**config.mk**
```make
export PLATFORM = sky130hd
export DESIGN_NAME = vx_pipeline_perf_counters
export DESIGN_NICKNAME = d
export VERILOG_FILES = /design/src/rtl/vx_pipeline_perf_counters.sv
export SDC_FILE = /design/constraint.sdc
export NUM_CORES = 2
export LEC_CHECK = 0
export CAP_MARGIN = 20
export CORE_MARGIN = 2
export CORE_UTILIZATION = 30
export DETAILED_ROUTE_END_ITERATION = 12
export DONT_BUFFER_PORTS = 1
export SYNTH_ARGS = -nofsm -noshare
export SYNTH_HDL_FRONTEND = slang
export SYNTH_SLANG_ARGS = --single-unit
```
**constraint.sdc**
```tcl
create_clock -name clk -period 42.8 [get_ports clk]
set_input_delay 4.28 -clock clk [delete_from_list [all_inputs] [get_ports clk]]
set_output_delay 4.28 -clock clk [all_outputs]
set_load 0.1 [all_outputs]
```
**src/rtl/vx_pipeline_perf_counters.sv**
```systemverilog
// vx_pipeline_perf_counters
// Performance-counter engine for the core pipeline. It accumulates per-cycle
// event increments and warp-occupancy popcounts into wide live counters,
// either wrapping or saturating, and keeps a sticky overflow flag per counter.
// On request it captures all counters into a shadow bank in one cycle. The
// shadow bank is served through a registered read port.
//
// Ports:
//   clk, reset        : clock, asynchronous active-high reset
//   enable            : counting enable, sampled with the increments
//   clear             : zero the live counters and the overflow flags
//   evt_inc           : per-channel increments, channel i at [i*INC_WIDTH +: INC_WIDTH]
//   active_warps      : popcount is added to counter NUM_EVENTS
//   stalled_warps     : popcount is added to counter NUM_EVENTS+1
//   snap_req/snap_done: capture request / one-cycle pulse after the shadow write
//   rd_en/rd_addr     : shadow read request and index
//   rd_valid/rd_data  : read response, one cycle after rd_en
//   ovf               : sticky overflow flag per live counter
module vx_pipeline_perf_counters #(
  parameter int unsigned NUM_EVENTS = 8,
  parameter int unsigned INC_WIDTH  = 4,
  parameter int unsigned NUM_WARPS  = 4,
  parameter int unsigned CTR_WIDTH  = 44,
  parameter int unsigned SATURATE   = 0,
  localparam int unsigned NUM_CTRS  = NUM_EVENTS + 2,
  localparam int unsigned ADDRW     = $clog2(NUM_CTRS)
) (
  input  logic                            clk,
  input  logic                            reset,
  input  logic                            enable,
  input  logic                            clear,
  input  logic [NUM_EVENTS*INC_WIDTH-1:0] evt_inc,
  input  logic [NUM_WARPS-1:0]            active_warps,
  input  logic [NUM_WARPS-1:0]            stalled_warps,
  input  logic                            snap_req,
  output logic                            snap_done,
  input  logic                            rd_en,
  input  logic [ADDRW-1:0]                rd_addr,
  output logic                            rd_valid,
  output logic [CTR_WIDTH-1:0]            rd_data,
  output logic [NUM_CTRS-1:0]             ovf
);

  localparam int unsigned PCW = $clog2(NUM_WARPS + 1);
  localparam int unsigned EVW = NUM_EVENTS * INC_WIDTH;

  logic [EVW-1:0]       r_evt_inc;
  logic [PCW-1:0]       r_act_cnt;
  logic [PCW-1:0]       r_stl_cnt;
  logic                 r_clear;
  logic                 r_snap;

  logic [CTR_WIDTH-1:0] r_live   [NUM_CTRS];
  logic [CTR_WIDTH-1:0] r_shadow [NUM_CTRS];

  logic [PCW-1:0]       w_act_cnt;
  logic [PCW-1:0]       w_stl_cnt;
  logic [CTR_WIDTH-1:0] w_inc    [NUM_CTRS];
  logic [CTR_WIDTH:0]   w_sum    [NUM_CTRS];
  logic [CTR_WIDTH-1:0] w_next   [NUM_CTRS];
  logic [NUM_CTRS-1:0]  w_carry;
  logic [CTR_WIDTH-1:0] w_rd_data;

  // Warp-mask popcounts
  always_comb begin
    w_act_cnt = '0;
    w_stl_cnt = '0;
    for (int unsigned i = 0; i < NUM_WARPS; i++) begin
      w_act_cnt = w_act_cnt + PCW'(active_warps[i]);
      w_stl_cnt = w_stl_cnt + PCW'(stalled_warps[i]);
    end
  end

  // Stage 1: input register; disabled cycles contribute nothing
  always_ff @(posedge clk or posedge reset) begin
    if (reset) begin
      r_evt_inc <= '0;
      r_act_cnt <= '0;
      r_stl_cnt <= '0;
      r_clear   <= 1'b0;
      r_snap    <= 1'b0;
    end else begin
      r_evt_inc <= enable ? evt_inc   : '0;
      r_act_cnt <= enable ? w_act_cnt : '0;
      r_stl_cnt <= enable ? w_stl_cnt : '0;
      r_clear   <= clear;
      r_snap    <= snap_req;
    end
  end

  // Stage 2 datapath: add with carry-out, optionally pinned at all-ones
  always_comb begin
    for (int unsigned i = 0; i < NUM_CTRS; i++) begin
      w_inc[i] = '0;
    end
    for (int unsigned i = 0; i < NUM_EVENTS; i++) begin
      w_inc[i] = CTR_WIDTH'(r_evt_inc[i*INC_WIDTH +: INC_WIDTH]);
    end
    w_inc[NUM_EVENTS]     = CTR_WIDTH'(r_act_cnt);
    w_inc[NUM_EVENTS + 1] = CTR_WIDTH'(r_stl_cnt);
    w_carry = '0;
    for (int unsigned i = 0; i < NUM_CTRS; i++) begin
      w_sum[i]   = {1'b0, r_live[i]} + {1'b0, w_inc[i]};
      w_carry[i] = w_sum[i][CTR_WIDTH];
      w_next[i]  = ((SATURATE != 0) && w_carry[i]) ? '1 : w_sum[i][CTR_WIDTH-1:0];
    end
  end

  // Stage 2 state: the shadow takes the sum before any clear is applied
  always_ff @(posedge clk or posedge reset) begin
    if (reset) begin
      for (int unsigned i = 0; i < NUM_CTRS; i++) begin
        r_live[i]   <= '0;
        r_shadow[i] <= '0;
      end
      ovf       <= '0;
      snap_done <= 1'b0;
    end else begin
      for (int unsigned i = 0; i < NUM_CTRS; i++) begin
        r_live[i] <= r_clear ? '0 : w_next[i];
        if (r_snap) begin
          r_shadow[i] <= w_next[i];
        end
      end
      ovf       <= r_clear ? '0 : (ovf | w_carry);
      snap_done <= r_snap;
    end
  end

  // Shadow read mux; indices past the last counter read as zero
  always_comb begin
    w_rd_data = '0;
    for (int unsigned i = 0; i < NUM_CTRS; i++) begin
      if (rd_addr == ADDRW'(i)) begin
        w_rd_data = r_shadow[i];
      end
    end
  end

  // Registered read port; data holds while idle
  always_ff @(posedge clk or posedge reset) begin
    if (reset) begin
      rd_valid <= 1'b0;
      rd_data  <= '0;
    end else begin
      rd_valid <= rd_en;
      if (rd_en) begin
        rd_data <= w_rd_data;
      end
    end
  end

endmodule
```
== Word-level counts from Yosys, hierarchy flattened ==
Index checks and enable logic that the tools add are counted.
Cells by class
  add/sub/neg operators: 16
  equal/unequal tests: 9
  mux-type cells: 24
  bitwise gates (word level): 1
  reductions and logical operators: 1
Operators with widths (number)
  $mux W44: 20
  $add A44 B4 Y45: 8
  $add A44 B3 Y45: 2
  $mux W32: 1
  $eq A4 B3 Y1 const B: 4
  $mux W10: 1
  $or A10 B10 Y10: 1
  $eq A4 B2 Y1 const B: 2
  $eq A4 B4 Y1 const B: 2
  $add A2 B1 Y3: 2
  $add A3 B1 Y3: 2
  $mux W3: 2
  $add A1 B1 Y2: 2
  $eq A4 B1 Y1 const B: 1
  $logic_not A4 Y1: 1
Word-level totals
  bits in registers: 976
  logic and storage cells: 80

== Depth between registers and ports, before layout ==
  depth in word-level cells: 11
  gate-level depth with buffers: 10

== Worst setup path before layout ==
OpenSTA, ideal clock, no wires.
  kind: input-to-reg
  start: input rd_addr[2]
  end: register rd_data[12]
  setup time: 123 ps
  arrival: 6155 ps
  data required time: 42677 ps
  path slack: 36522 ps
  stages: 8
  cells stage by stage: clkbuf_1 -> clkbuf_1 -> clkbuf_1 -> clkbuf_1 -> a21oi_1 -> a31oi_1 -> o22ai_1 -> o221a_2
Between the ends
  word-level cells in the longest chain between the ends: 11
  elaborated cells on any way between the ends: 20
Ends and longest elaborated chain
  from (decl): line 38  | input logic [ADDRW-1:0] rd_addr,
  $logic_not A4 Y1: line 134  | if (rd_addr == ADDRW'(i)) begin
  $mux W44 (9 in series): line 134
  $mux W44 *: line 134
  to (signal assigned): line 148  | rd_data <= w_rd_data;
  to (decl): line 40  | output logic [CTR_WIDTH-1:0] rd_data,
Every way passes the cells marked *; elsewhere a longest branch is shown, timed or not.
A chain may end at the register's enable or synchronous reset.

==> metrics <==
result of the run completed; distinct cell type count after synthesis 65; Core Footprint 152000 µm²; simple-gate area share of the yosys netlist 0.188; leakage power of the design 21.3 nW; Crit Reg-Reg Startpoint r_snap$_DFF_PP0_; adder-cell share of the synthesized area 0.0167; proportion of synthesized flip-flops having asynchronous set or reset 1.00; FILL cells 15500; Max Clock Freq 133 MHz; final routed wirelength across all metal layers 144000 µm; synth cell count leaders dfrtp_1 (976), nor2_1 (875), a21oi_1 (503); CP Data Arrival Time 8.20 ns; hold path startpoint r_shadow[221]$_DFFE_PP0P_; synthesized netlist cell count 4694; quantity of I/O buffers inserted on ports 0; Setup crit end r_live[115]$_DFF_PP0_; number of enable-type register cells in the synthesized netlist 0; synth-to-layout area growth 11.8%; initial antenna violation count 1; power density over cell area 42.1 nW/µm²; overall die area 156000 µm²; Longest Clk Path Bufs 3; final period utilization 0.175; filler-free cell count of the finished design 6645; DR vias 35800; Mapped Nets 4798; worst setup path startpoint reset; buffer count from post-CTS setup fixing 0; post-synthesis register bit count 976; number of nets in the final layout 4635; mapped cell area 46000 µm²; area post-placement 47800 µm²; H-tree level count 3; HP Class register to register; sum of negative setup slack 0 ns; cell depth of the worst flop-to-flop path 4; synthesized-area fraction occupied by xor and xnor cells 0.0722; number of DRC violations after detailed-routing iteration 0 3802; clock-pin slew reported for the worst setup and hold paths after clock tree synthesis 0.06 ns; root buffer cell clkbuf_16; overall overflow remaining after global route 0; maximum fanout along the worst path 144; share of the synthesized area in compound gates (AO/OA/AOI/OAI) 0.129; Critical Path Start Type input pin; Worst IR Drop VDD 0.0338 mV; cell chain of the critical path inv_8, buf_12, buf_12, buf_4, buf_4; Worst Tran Pin Value 1.23 ns; Slew Viols, Final 0; Crit path buffers/inverters 5; Final Hold Vio Count 0; cell family with the largest share of critical-path delay buffers and inverters; maximum number of pins on one net before global-route repair 194; combined global-route utilization of all metal layers 0.182; slowest cell delay on critical path 0.88 ns; Area contributors post-synth dfrtp_1 (53%), nor2_1 (7.1%), a21oi_1 (5.5%); syn_area_per_cell 9.80 µm²; endpoint type of the worst setup path async pin; depth of the critical timing path with buffers and inverters included 5; met1 track demand over resource in global routing 0.244; count of nets left with antenna violations after detail routing 0; post-DP HPWL 101000 µm; post-route total power 2.16 mW; sequential-to-total area share from yosys stat 0.531; final instance area 51400 µm²; GR met3 Demand/Resource 0.0458; average routed wire per standard cell 21.7 µm; post-synth top area share 0.531; start-to-end type of the worst setup path input pin to async pin; number of top-level pins 106; RSZ-0062 raised after global routing false; first-pass GRT wire length 219000 µm; number of search-and-repair iterations in the first detailed-routing pass 10; met2 Resource Use GR 0.276; number of violations of the max-capacitance limit 0; die extent in x 396 µm; Relative slew margins 0.181; DRC violation count after routing 0; post-synthesis mux area share 0.0280; CTS buffer count 103; via density per instance 5.38; layer with the highest usage met2; TritonCTS clock tree done; count leader, synth dfrtp_1; Inst Count DP 6449; Required @ worst endpoint 43.51 ns; CTS sink count 976; Setup Viol. Count Final 0; FF-to-FF End r_shadow[88]$_DFFE_PP0P_; DIE HEIGHT 396 µm; insertion delay of the later-clocked pin in the worst-skew pair 0.75 ns; proportion of layout cells with a drive suffix above 1 0.0698; final worst path period need 7.49 ns; worst-path cell with the longest stage delay buf_4; most frequently used flop master after synthesis dfrtp_1; main combinational cell family by area after synthesis simple AND/OR/NAND/NOR gates; yosys warns 0; starting density of the core 0.302; via count of the first global-routing pass 34100; Routability Congestion 0.897; FP Rows 143; library cell occupying the most area in the post-synthesis netlist dfrtp_1; skew final 0.0455 ns; post-cts gate resize count 0; total of hold buffers inserted after clock tree synthesis 0; Register-to-Register Setup Slack 38.71 ns
## power breakdown
| part | internal (mW) | switching, mW |
|---|---|---|
| Sequential | 0.971 | 0.0976 |
| Combinational | 0.0596 | 0.114 |
| Clock | 0.527 | 0.394 |
| Total | 1.56 | 0.606 |
## per-stage QoR
step | utilization | worst slack, ns | hold WS (ns)
6_report | 0.338 | 35.31 | 0.511
5_1_grt | 0.338 | 34.62 | 0.529
4_1_cts | 0.337 | 35.11 | 0.511
3_5_place_dp | 0.314 | 34.34 | 0.498
3_3_place_gp | 0.314 | 34.33 | 0.488
2_1_floorplan | - | 11.06 | 0.352
## cell families after synthesis
kind of cell,count (synthesis)
multiplexers,120
XOR/XNOR,379
buffers and inverters,421
adder cells (fa/ha/maj),54
flip-flops,976
AO/OA/AOI/OAI,960
AND/OR/NAND/NOR,1784
## per-layer routing
metal	vias up	routed length (µm)	share of wire
met4	0	6820	0.047
met5	-	0	0
met3	262	10700	0.074
met2	1192	64700	0.45
met1	18000	62100	0.43
li1	16300	-	-
## worst min path at each step
stage,to,depth (start not counted),slack (ns)
global route,r_shadow[221]$_DFFE_PP0P_,1,0.53
CTS,r_shadow[221]$_DFFE_PP0P_,1,0.51
finish,r_shadow[221]$_DFFE_PP0P_,1,0.51
detailed placement,r_shadow[221]$_DFFE_PP0P_,1,0.50
floorplan,snap_done$_DFF_PP0_,0,0.35
global placement,r_shadow[221]$_DFFE_PP0P_,1,0.49
## registers in the layout (all words and copies together), names as in the netlist
signal	count
r_stl_cnt	3
r_shadow	440
r_snap	1
rd_data	44
r_evt_inc	32
r_act_cnt	3
rd_valid	1
r_live	440
ovf	10
r_clear	1
snap_done	1
## layout by cell type (no fill, tap or decap), types with 18 or more instances in the layout
cell type / synthesis / routed
dfrtp_1: 976 / 974
nor2_1: 875 / 873
a21oi_1: 503 / 503
xnor2_1: 245 / 245
nand4_1: 153 / 153
nand2_1: 144 / 144
xor2_1: 134 / 134
nand3_1: 125 / 125
nor4_1: 115 / 115
clkbuf_16: 0 / 103
inv_1: 95 / 94
o221ai_1: 85 / 85
mux2_2: 68 / 68
a21o_1: 61 / 61
nor3_1: 56 / 55
and2_1: 55 / 55
and4_1: 53 / 53
and3_1: 52 / 52
mux2i_1: 52 / 52
o22ai_1: 49 / 49
a31oi_1: 48 / 48
o21ai_0: 46 / 45
buf_4: 0 / 44
a22oi_1: 42 / 42
ha_1: 42 / 42
nor2b_1: 35 / 33
or4_1: 31 / 31
or3_1: 29 / 29
clkbuf_8: 0 / 26
clkbuf_1: 307 / 26
o31ai_1: 21 / 21
nor4b_1: 20 / 19
a222oi_1: 18 / 18
## cell type report
cell class | count | area [µm²] | share of cell area
repair buffers | 58 | 546 | 0.0106
inverters | 95 | 364 | 0.00708
clock buffers | 152 | 3020 | 0.0588
diodes | 2 | 5.00 | 0.0000974
clock inverters | 35 | 457 | 0.00889
multi-input cells | 3297 | 20000 | 0.390
well taps | 2030 | 2540 | 0.0494
flip-flops and latches | 976 | 24400 | 0.475
Power figures use the tool's default switching activity.
